### src/rtl/sfp_link_pkg.sv
// rtl/sfp_link_pkg.sv - shared constants and state encodings for the SFP frame link
package sfp_link_pkg;

    localparam logic [15:0] SYNC        = 16'hA55A;
    localparam int          FRAME_WORDS = 4;
    localparam logic [31:0] CRC_POLY    = 32'h04C1_1DB7;
    localparam logic [31:0] CRC_INIT    = 32'hFFFF_FFFF;

    typedef enum logic [2:0] {
        TX_IDLE,
        TX_HDR,
        TX_DATA,
        TX_CRC,
        TX_DONE
    } tx_state_e;

    typedef enum logic [1:0] {
        RX_HUNT,
        RX_DATA,
        RX_CRC
    } rx_state_e;

endpackage

### src/rtl/sfp_frame_link_if.sv
// rtl/sfp_frame_link_if.sv - 32-bit word stream bundle with producer/consumer views
interface sfp_frame_link_if #(
    parameter int W = 32
);
    logic [W-1:0] tdata;
    logic         tvalid;
    logic         tready;
    logic         tlast;

    modport master (output tdata, output tvalid, output tlast, input tready);
    modport slave  (input tdata, input tvalid, input tlast, output tready);
endinterface

### src/rtl/sfp_crc32_word.sv
// rtl/sfp_crc32_word.sv - one 32-bit word step of CRC-32 (poly 04C11DB7, MSB first, unreflected)
module sfp_crc32_word
    import sfp_link_pkg::*;
(
    input  logic [31:0] crc_i,
    input  logic [31:0] data_i,
    output logic [31:0] crc_o
);

    logic [31:0] crc_v;

    always_comb begin
        crc_v = crc_i;
        for (int i = 31; i >= 0; i--) begin
            if (crc_v[31] ^ data_i[i]) begin
                crc_v = {crc_v[30:0], 1'b0} ^ CRC_POLY;
            end else begin
                crc_v = {crc_v[30:0], 1'b0};
            end
        end
        crc_o = crc_v;
    end

endmodule

### src/rtl/sfp_frame_link_rx.sv
// rtl/sfp_frame_link_rx.sv - RX parser: sync hunt, 4 data words, CRC/length checks, counters
module sfp_frame_link_rx
    import sfp_link_pkg::*;
#(
    parameter int C_DATA_FRAME_BIT = 128,
    parameter int C_LANE_WIDTH     = 32,
    parameter int C_RX_TIMEOUT     = 64
) (
    input  logic                        clk_i,
    input  logic                        rst_i,
    sfp_frame_link_if.slave             s_axis,
    output logic [C_DATA_FRAME_BIT-1:0] rx_frame_o,
    output logic                        end_flag_o,
    output logic                        crc_err_o,
    output logic                        len_err_o,
    output logic [15:0]                 frame_cnt_o,
    output logic [15:0]                 err_cnt_o
);

    localparam int TW = $clog2(C_RX_TIMEOUT + 1);
    localparam logic [TW-1:0] TMO_LAST = TW'(C_RX_TIMEOUT - 1);

    rx_state_e                   state_q, state_d;
    logic [1:0]                  cnt_q, cnt_d;
    logic [31:0]                 crc_q, crc_d;
    logic [C_DATA_FRAME_BIT-1:0] buf_q, buf_d;
    logic [C_DATA_FRAME_BIT-1:0] frame_q, frame_d;
    logic [TW-1:0]               tmo_q, tmo_d;
    logic                        end_q, end_d;
    logic                        crc_err_q, crc_err_d;
    logic                        len_err_q, len_err_d;
    logic [15:0]                 fcnt_q, fcnt_d;
    logic [15:0]                 ecnt_q, ecnt_d;
    logic [31:0]                 crc_in;
    logic [31:0]                 crc_nxt;

    // The sync word always seeds the CRC from the init value.
    assign crc_in = (state_q == RX_HUNT) ? CRC_INIT : crc_q;

    sfp_crc32_word u_crc (
        .crc_i  (crc_in),
        .data_i (s_axis.tdata),
        .crc_o  (crc_nxt)
    );

    assign s_axis.tready = 1'b1;

    always_comb begin
        state_d   = state_q;
        cnt_d     = cnt_q;
        crc_d     = crc_q;
        buf_d     = buf_q;
        frame_d   = frame_q;
        tmo_d     = tmo_q;
        end_d     = 1'b0;
        crc_err_d = 1'b0;
        len_err_d = 1'b0;
        fcnt_d    = fcnt_q;
        ecnt_d    = ecnt_q;

        if (s_axis.tvalid) begin
            tmo_d = '0;
            case (state_q)
                RX_HUNT: begin
                    if (s_axis.tdata[31:16] == SYNC) begin
                        if (s_axis.tlast) begin
                            len_err_d = 1'b1;
                        end else begin
                            crc_d   = crc_nxt;
                            cnt_d   = 2'd0;
                            state_d = RX_DATA;
                        end
                    end
                end
                RX_DATA: begin
                    if (s_axis.tlast) begin
                        len_err_d = 1'b1;
                        state_d   = RX_HUNT;
                    end else begin
                        buf_d = {buf_q[C_DATA_FRAME_BIT-C_LANE_WIDTH-1:0], s_axis.tdata};
                        crc_d = crc_nxt;
                        cnt_d = cnt_q + 2'd1;
                        if (cnt_q == 2'(FRAME_WORDS - 1)) begin
                            state_d = RX_CRC;
                        end
                    end
                end
                RX_CRC: begin
                    state_d = RX_HUNT;
                    if (!s_axis.tlast) begin
                        len_err_d = 1'b1;
                    end else if (s_axis.tdata == crc_q) begin
                        frame_d = buf_q;
                        end_d   = 1'b1;
                        if (fcnt_q != 16'hFFFF) begin
                            fcnt_d = fcnt_q + 16'd1;
                        end
                    end else begin
                        crc_err_d = 1'b1;
                    end
                end
                default: state_d = RX_HUNT;
            endcase
        end else if (state_q != RX_HUNT) begin
            if (tmo_q == TMO_LAST) begin
                len_err_d = 1'b1;
                tmo_d     = '0;
                state_d   = RX_HUNT;
            end else begin
                tmo_d = tmo_q + 1'b1;
            end
        end

        if ((crc_err_d || len_err_d) && (ecnt_q != 16'hFFFF)) begin
            ecnt_d = ecnt_q + 16'd1;
        end
    end

    always_ff @(posedge clk_i) begin
        if (rst_i) begin
            state_q   <= RX_HUNT;
            cnt_q     <= '0;
            crc_q     <= '0;
            buf_q     <= '0;
            frame_q   <= '0;
            tmo_q     <= '0;
            end_q     <= 1'b0;
            crc_err_q <= 1'b0;
            len_err_q <= 1'b0;
            fcnt_q    <= '0;
            ecnt_q    <= '0;
        end else begin
            state_q   <= state_d;
            cnt_q     <= cnt_d;
            crc_q     <= crc_d;
            buf_q     <= buf_d;
            frame_q   <= frame_d;
            tmo_q     <= tmo_d;
            end_q     <= end_d;
            crc_err_q <= crc_err_d;
            len_err_q <= len_err_d;
            fcnt_q    <= fcnt_d;
            ecnt_q    <= ecnt_d;
        end
    end

    assign rx_frame_o  = frame_q;
    assign end_flag_o  = end_q;
    assign crc_err_o   = crc_err_q;
    assign len_err_o   = len_err_q;
    assign frame_cnt_o = fcnt_q;
    assign err_cnt_o   = ecnt_q;

endmodule

### src/rtl/sfp_frame_link.sv
// rtl/sfp_frame_link.sv - SFP link end: TX frame serialiser plus independent RX parser
module sfp_frame_link
    import sfp_link_pkg::*;
#(
    parameter int C_DATA_FRAME_BIT = 128,
    parameter int C_LANE_WIDTH     = 32,
    parameter int C_RX_TIMEOUT     = 64
) (
    input  logic                        i_clk,
    input  logic                        i_rst,
    input  logic                        i_sfp_start_flag,
    input  logic [C_DATA_FRAME_BIT-1:0] i_tx_frame,
    output logic                        o_tx_en,
    output logic                        o_tx_busy,
    output logic                        o_tx_drop,
    sfp_frame_link_if.master            m_axis,
    sfp_frame_link_if.slave             s_axis,
    output logic [C_DATA_FRAME_BIT-1:0] o_rx_frame,
    output logic                        o_sfp_end_flag,
    output logic                        o_rx_crc_err,
    output logic                        o_rx_len_err,
    output logic [15:0]                 o_rx_frame_cnt,
    output logic [15:0]                 o_rx_err_cnt
);

    tx_state_e                   state_q, state_d;
    logic [C_DATA_FRAME_BIT-1:0] frame_q, frame_d;
    logic [7:0]                  seq_q, seq_d;
    logic [1:0]                  cnt_q, cnt_d;
    logic [31:0]                 crc_q, crc_d;
    logic                        drop_q, drop_d;
    logic [C_LANE_WIDTH-1:0]     tx_tdata;
    logic                        tx_tvalid;
    logic                        tx_tlast;
    logic [31:0]                 crc_nxt;

    // Stream outputs decode only the registered state so they never depend on tready.
    always_comb begin
        tx_tvalid = 1'b0;
        tx_tlast  = 1'b0;
        tx_tdata  = '0;
        case (state_q)
            TX_HDR: begin
                tx_tvalid = 1'b1;
                tx_tdata  = {SYNC, seq_q, 8'h00};
            end
            TX_DATA: begin
                tx_tvalid = 1'b1;
                case (cnt_q)
                    2'd0:    tx_tdata = frame_q[127:96];
                    2'd1:    tx_tdata = frame_q[95:64];
                    2'd2:    tx_tdata = frame_q[63:32];
                    default: tx_tdata = frame_q[31:0];
                endcase
            end
            TX_CRC: begin
                tx_tvalid = 1'b1;
                tx_tlast  = 1'b1;
                tx_tdata  = crc_q;
            end
            default: ;
        endcase
    end

    sfp_crc32_word u_tx_crc (
        .crc_i  (crc_q),
        .data_i (tx_tdata),
        .crc_o  (crc_nxt)
    );

    always_comb begin
        state_d = state_q;
        frame_d = frame_q;
        seq_d   = seq_q;
        cnt_d   = cnt_q;
        crc_d   = crc_q;
        drop_d  = i_sfp_start_flag && (state_q != TX_IDLE);

        case (state_q)
            TX_IDLE: begin
                if (i_sfp_start_flag) begin
                    frame_d = i_tx_frame;
                    crc_d   = CRC_INIT;
                    cnt_d   = 2'd0;
                    state_d = TX_HDR;
                end
            end
            TX_HDR: begin
                if (m_axis.tready) begin
                    crc_d   = crc_nxt;
                    state_d = TX_DATA;
                end
            end
            TX_DATA: begin
                if (m_axis.tready) begin
                    crc_d = crc_nxt;
                    cnt_d = cnt_q + 2'd1;
                    if (cnt_q == 2'(FRAME_WORDS - 1)) begin
                        state_d = TX_CRC;
                    end
                end
            end
            TX_CRC: begin
                if (m_axis.tready) begin
                    state_d = TX_DONE;
                end
            end
            TX_DONE: begin
                seq_d   = seq_q + 8'd1;
                state_d = TX_IDLE;
            end
            default: state_d = TX_IDLE;
        endcase
    end

    always_ff @(posedge i_clk) begin
        if (i_rst) begin
            state_q <= TX_IDLE;
            frame_q <= '0;
            seq_q   <= '0;
            cnt_q   <= '0;
            crc_q   <= '0;
            drop_q  <= 1'b0;
        end else begin
            state_q <= state_d;
            frame_q <= frame_d;
            seq_q   <= seq_d;
            cnt_q   <= cnt_d;
            crc_q   <= crc_d;
            drop_q  <= drop_d;
        end
    end

    assign m_axis.tdata  = tx_tdata;
    assign m_axis.tvalid = tx_tvalid;
    assign m_axis.tlast  = tx_tlast;
    assign o_tx_en       = (state_q == TX_DONE);
    assign o_tx_busy     = (state_q != TX_IDLE);
    assign o_tx_drop     = drop_q;

    sfp_frame_link_rx #(
        .C_DATA_FRAME_BIT (C_DATA_FRAME_BIT),
        .C_LANE_WIDTH     (C_LANE_WIDTH),
        .C_RX_TIMEOUT     (C_RX_TIMEOUT)
    ) u_rx (
        .clk_i       (i_clk),
        .rst_i       (i_rst),
        .s_axis      (s_axis),
        .rx_frame_o  (o_rx_frame),
        .end_flag_o  (o_sfp_end_flag),
        .crc_err_o   (o_rx_crc_err),
        .len_err_o   (o_rx_len_err),
        .frame_cnt_o (o_rx_frame_cnt),
        .err_cnt_o   (o_rx_err_cnt)
    );

endmodule

### src/flat_wrapper.sv
// flat-port wrapper written by rule: the top's interface ports become plain ports
module sfp_frame_link_flat import sfp_link_pkg::*;
#(
    parameter int C_DATA_FRAME_BIT = 128,
    parameter int C_LANE_WIDTH     = 32,
    parameter int C_RX_TIMEOUT     = 64
)
  (i_clk, i_rst, i_sfp_start_flag, i_tx_frame, o_tx_en, o_tx_busy, o_tx_drop, o_rx_frame, o_sfp_end_flag, o_rx_crc_err, o_rx_len_err, o_rx_frame_cnt, o_rx_err_cnt, m_axis_tdata, m_axis_tvalid, m_axis_tlast, m_axis_tready, s_axis_tdata, s_axis_tvalid, s_axis_tlast, s_axis_tready);
  sfp_frame_link_if m_axis_i ();
  sfp_frame_link_if s_axis_i ();
  input  logic i_clk;
  input  logic i_rst;
  input  logic i_sfp_start_flag;
  input  logic [C_DATA_FRAME_BIT-1:0] i_tx_frame;
  output logic o_tx_en;
  output logic o_tx_busy;
  output logic o_tx_drop;
  output logic [C_DATA_FRAME_BIT-1:0] o_rx_frame;
  output logic o_sfp_end_flag;
  output logic o_rx_crc_err;
  output logic o_rx_len_err;
  output logic [15:0] o_rx_frame_cnt;
  output logic [15:0] o_rx_err_cnt;
  output wire logic [$bits(m_axis_i.tdata)-1:0] m_axis_tdata;
  output wire logic [$bits(m_axis_i.tvalid)-1:0] m_axis_tvalid;
  output wire logic [$bits(m_axis_i.tlast)-1:0] m_axis_tlast;
  input wire logic [$bits(m_axis_i.tready)-1:0] m_axis_tready;
  input wire logic [$bits(s_axis_i.tdata)-1:0] s_axis_tdata;
  input wire logic [$bits(s_axis_i.tvalid)-1:0] s_axis_tvalid;
  input wire logic [$bits(s_axis_i.tlast)-1:0] s_axis_tlast;
  output wire logic [$bits(s_axis_i.tready)-1:0] s_axis_tready;
  assign m_axis_tdata = m_axis_i.tdata;
  assign m_axis_tvalid = m_axis_i.tvalid;
  assign m_axis_tlast = m_axis_i.tlast;
  assign m_axis_i.tready = m_axis_tready;
  assign s_axis_i.tdata = s_axis_tdata;
  assign s_axis_i.tvalid = s_axis_tvalid;
  assign s_axis_i.tlast = s_axis_tlast;
  assign s_axis_tready = s_axis_i.tready;
  sfp_frame_link #(.C_DATA_FRAME_BIT(C_DATA_FRAME_BIT), .C_LANE_WIDTH(C_LANE_WIDTH), .C_RX_TIMEOUT(C_RX_TIMEOUT)) u_core (.i_clk(i_clk), .i_rst(i_rst), .i_sfp_start_flag(i_sfp_start_flag), .i_tx_frame(i_tx_frame), .o_tx_en(o_tx_en), .o_tx_busy(o_tx_busy), .o_tx_drop(o_tx_drop), .m_axis(m_axis_i), .s_axis(s_axis_i), .o_rx_frame(o_rx_frame), .o_sfp_end_flag(o_sfp_end_flag), .o_rx_crc_err(o_rx_crc_err), .o_rx_len_err(o_rx_len_err), .o_rx_frame_cnt(o_rx_frame_cnt), .o_rx_err_cnt(o_rx_err_cnt));
endmodule
### config.mk
export PLATFORM = sky130hd
export DESIGN_NAME = sfp_frame_link_flat
export DESIGN_NICKNAME = d
export VERILOG_FILES = /design/src/rtl/sfp_link_pkg.sv /design/src/rtl/sfp_frame_link_if.sv /design/src/rtl/sfp_crc32_word.sv /design/src/rtl/sfp_frame_link_rx.sv /design/src/rtl/sfp_frame_link.sv /design/src/flat_wrapper.sv
export SDC_FILE = /design/constraint.sdc
export NUM_CORES = 1
export LEC_CHECK = 0
export BUFFER_PORTS_ARGS = -buffer_cell sky130_fd_sc_hd__buf_2
export CAP_MARGIN = 20
export CORE_ASPECT_RATIO = 1.1
export CORE_MARGIN = 5
export CORE_UTILIZATION = 53
export DETAILED_ROUTE_END_ITERATION = 8
export MAX_ROUTING_LAYER = met4
export PLACE_DENSITY = 0.77
export SYNTH_ARGS = -nofsm -noshare
export SYNTH_HDL_FRONTEND = slang
export SYNTH_SLANG_ARGS = --single-unit
### constraint.sdc
create_clock -name i_clk -period 4.56 [get_ports i_clk]
set_input_delay 0.456 -clock i_clk [delete_from_list [all_inputs] [get_ports i_clk]]
set_output_delay 0.456 -clock i_clk [all_outputs]
set_load 0.005 [all_outputs]
==> results.toml <==
[grt]
antenna_found_initial = 7
overflow = 0
grt_pass1_vias = 22300
grtUsageTotal_pct = 31.9
grt_first_pass_wirelength_mm = 133
grt_max_degree = 204

[synthesis]
ys_ff_latch = 508
async_flop_share_pct = 0
synth_cells = 2935
synthDistinctLibCells = 76
syn-num-nets = 3110
synthMuxAreaShare_pct = 6.05
synth_area_sq_um = 26600
synth_common_cells = "588 x nand2_1, 508 x dfxtp_1, 322 x a21oi_1"
synth.most_common_cell = "nand2_1"
synthSimpleGateAreaFrac_pct = 14.8
yosysSeqAreaShare_pct = 38.3
yosys.area_share.xor_xnor_pct = 25.6
synth_compound_area_share_pct = 11.5
ys_warn_count = 0
yosysTopAreaCellShare_pct = 38.3
synth-edff-count = 0
synth_top_family_by_area = "XOR/XNOR gates"
yosysTopAreaCell = "dfxtp_1"
synthAdderAreaFrac_pct = 0.424
ys.flop_type = "dfxtp_1"
synth.top_cells.by_area = "dfxtp_1 38%, xnor2_1 9.9%, nand2_1 8.3%"
syn_avg_cell_area_sq_um = 9.06

[run]
maxCapViolCount = 0

[setup_path]
crit_path_start_kind = "register"
crit_chain = "buf_4 > ha_4 > buf_12 > a22oi_2 > a2111oi_4 > o32ai_4 > buf_6 > xnor2_2 > xnor3_2 > buf_4 > buf_4 > buf_4 > xnor3_2 > xnor3_2 > buf_4 > xnor3_1 > buf_4 > xor2_1 > a211oi_1"
cpMostUsedCell = "buf_4"
critPathBufInv = 8
worstPathMaxFanout = 7
cp_data_required_time_ps = 5050
cp_top_family = "XOR/XNOR gates"
max_stage_delay_ps = 450
crit_slowest_cell = "xnor3_2"
worstPathArrival_ps = 5150
critical_path_class = "reg2reg"
end_kind = "register"

[drt]
drtPass1Iterations = 9
ant_nets = 0
wl_per_cell_um = 21.4
drt_iter0_markers = 2241
vias_per_cell = 5.53
drc = 0
drt-total-wl_mm = 89.5
vias = 23100

[floorplanning]
die_h_um = 245
dieWidth_um = 224
start_util_pct = 53.2
ioPinCount = 367
row_count = 86
die-area_sq_um = 54700
core_sq_um = 49900

[sta]
setup_viol = 6
fin_skew_ps = 32.7
fmax_mhz = 215
max_slew_margin_pct = 30.0
period_minus_slack_ps = 4660
final-max-slew-violation-count = 0
worst_slack_ps = -101
tightest_slew_ps = 1040
finalCritPeriodShare_pct = 102
hold_slack_ps = 78.9
hold_viol_final = 0
rsz0062_at_grt = "yes"

[clocking]
cts_hold_buffers = 0
clock_latency_ps = 620
cts_buffer_depth = 3
cts_made_buffers = 50
clock-sinks = 508
cts.clk_slew.worst_paths_ps = 70
cts_root_buf = "clkbuf_16"
h-tree-depth = 2
cts_tree = "yes"

[outcome]
violations = "setup timing"
outcome = "finished with violations"

[placed_design]
hpwl_mm = 67.2
pre_cts_ws_ps = -206
gp_congestion = 1.02
io_buffers = 365
dpl-instance-area_sq_um = 30500

[finish]
seqCellArea_sq_um = 10200
fillers = 3961
multiInputGateArea_sq_um = 16300
syn_to_final_growth_pct = 26.5
stdcell_area_sq_um = 33600
fin_nets = 3639
drive_gt1_share_pct = 25.4

[hold_path]
hp-class = "in2reg"
[through the flow]
step	utilization (%)	TNS, ps	cells
after detailed placement	61.0	-1460	3994
after global placement	61.0	-821	3994
after floorplan	-	-14.6	2935
after CTS	66.0	0	4132
final	67.4	-310	4173
after global routing	67.4	-1260	4173
[metal layers]
metal	track usage, %	vias to the layer above	part of all wire (%)
met5	-	-	0
met4	10.1	0	3.9
met3	4.41	176	6.9
met2	50.1	914	46
met1	43.0	11100	43
li1	-	10900	-
[final timing paths]
kind	startpoint	to	slack, ps	cells past startpoint
min reg2reg	u_core.u_rx.buf_q[100]	u_core.u_rx.buf_q[100]	460	2
min	i_tx_frame[89]	u_core.frame_q[89]	80	3
max reg2reg	u_core.cnt_q[0]	u_core.crc_q[9]	-100	19
max	u_core.cnt_q[0]	u_core.crc_q[9]	-100	19
[cell families (layout without fill, tap and decap cells)]
logic type | count (synthesis) | after routing
and+or+nand+nor | 968 | 968
other | 1 | 8
AOI/OAI and AO/OA | 502 | 502
buffers and inverters | 217 | 788
DFF | 508 | 508
xor gates and xnor gates | 572 | 572
adders and majority gates | 9 | 9
muxes | 158 | 158
[layout by cell type (no fill, tap or decap), types with 7 or more instances in the layout]
master,Yosys,routed
nand2_1,588,586
o21ai_0,36,36
a221oi_4,2,7
buf_12,0,10
buf_2,14,364
inv_1,25,22
clkbuf_8,0,10
a21oi_1,322,320
nand4_1,13,13
diode_2,0,7
xnor3_1,95,86
a211oi_1,28,22
nor3_1,16,15
a222oi_1,14,14
nand2b_1,10,8
xnor2_1,300,276
xor2_1,140,133
xnor2_2,9,22
clkinvlp_4,0,8
xnor2_4,0,11
clkbuf_16,0,51
o21bai_1,8,8
a22oi_1,15,10
nor2_1,255,254
xor3_1,16,13
nor2b_1,14,13
xnor3_2,9,18
a21o_1,19,19
dfxtp_1,508,505
nor4_1,11,11
nand3_1,24,23
clkinv_2,0,9
buf_4,3,254
buf_6,3,35
and3_1,10,10
mux2i_1,152,148
or3_1,7,7
[state kept, by name (all words and copies together), names as in the netlist]
register	count
u_core.frame_q	128
u_core.u_rx.buf_q	128
u_core.u_rx.rx_frame_o	128
u_core.crc_q	32
u_core.u_rx.crc_q	32
u_core.u_rx.err_cnt_o	16
u_core.u_rx.frame_cnt_o	16
u_core.seq_q	8
u_core.u_rx.tmo_q	7
u_core.state_q	3
u_core.cnt_q	2
u_core.u_rx.cnt_q	2
u_core.u_rx.state_q	2
u_core.o_tx_drop	1
u_core.u_rx.crc_err_o	1
u_core.u_rx.end_flag_o	1
u_core.u_rx.len_err_o	1
[layout make-up]
type / instances / area share (%)
inverter: 26 / 0.316
antenna: 7 / 0.0521
clock inverter: 28 / 1.11
sequential: 508 / 30.3
multi-input combinational: 2210 / 48.5
clock buffer: 66 / 4.20
timing repair buffer: 668 / 13.1
tap: 660 / 2.45
[what timing repair did]
action                                  CTS  global route
resized for setup                        71            67
setup buffers                            44            37
gates cloned                              0             1
pin swaps                                41            55
endpoints found under the setup margin   17            23
[worst register-to-register path, delay by kind of cell, from the launching register on]
family	cells	cell delay [ps]
AO/OA/AOI/OAI	4	900
XOR/XNOR	6	1920
adder cells (fa/ha/maj)	1	200
buffers and inverters	8	1180
flip-flops	1	380
Power is left out: the tool's default activity adds up to more than one toggle a clock period on the data nets, which glitch-free logic cannot reach.
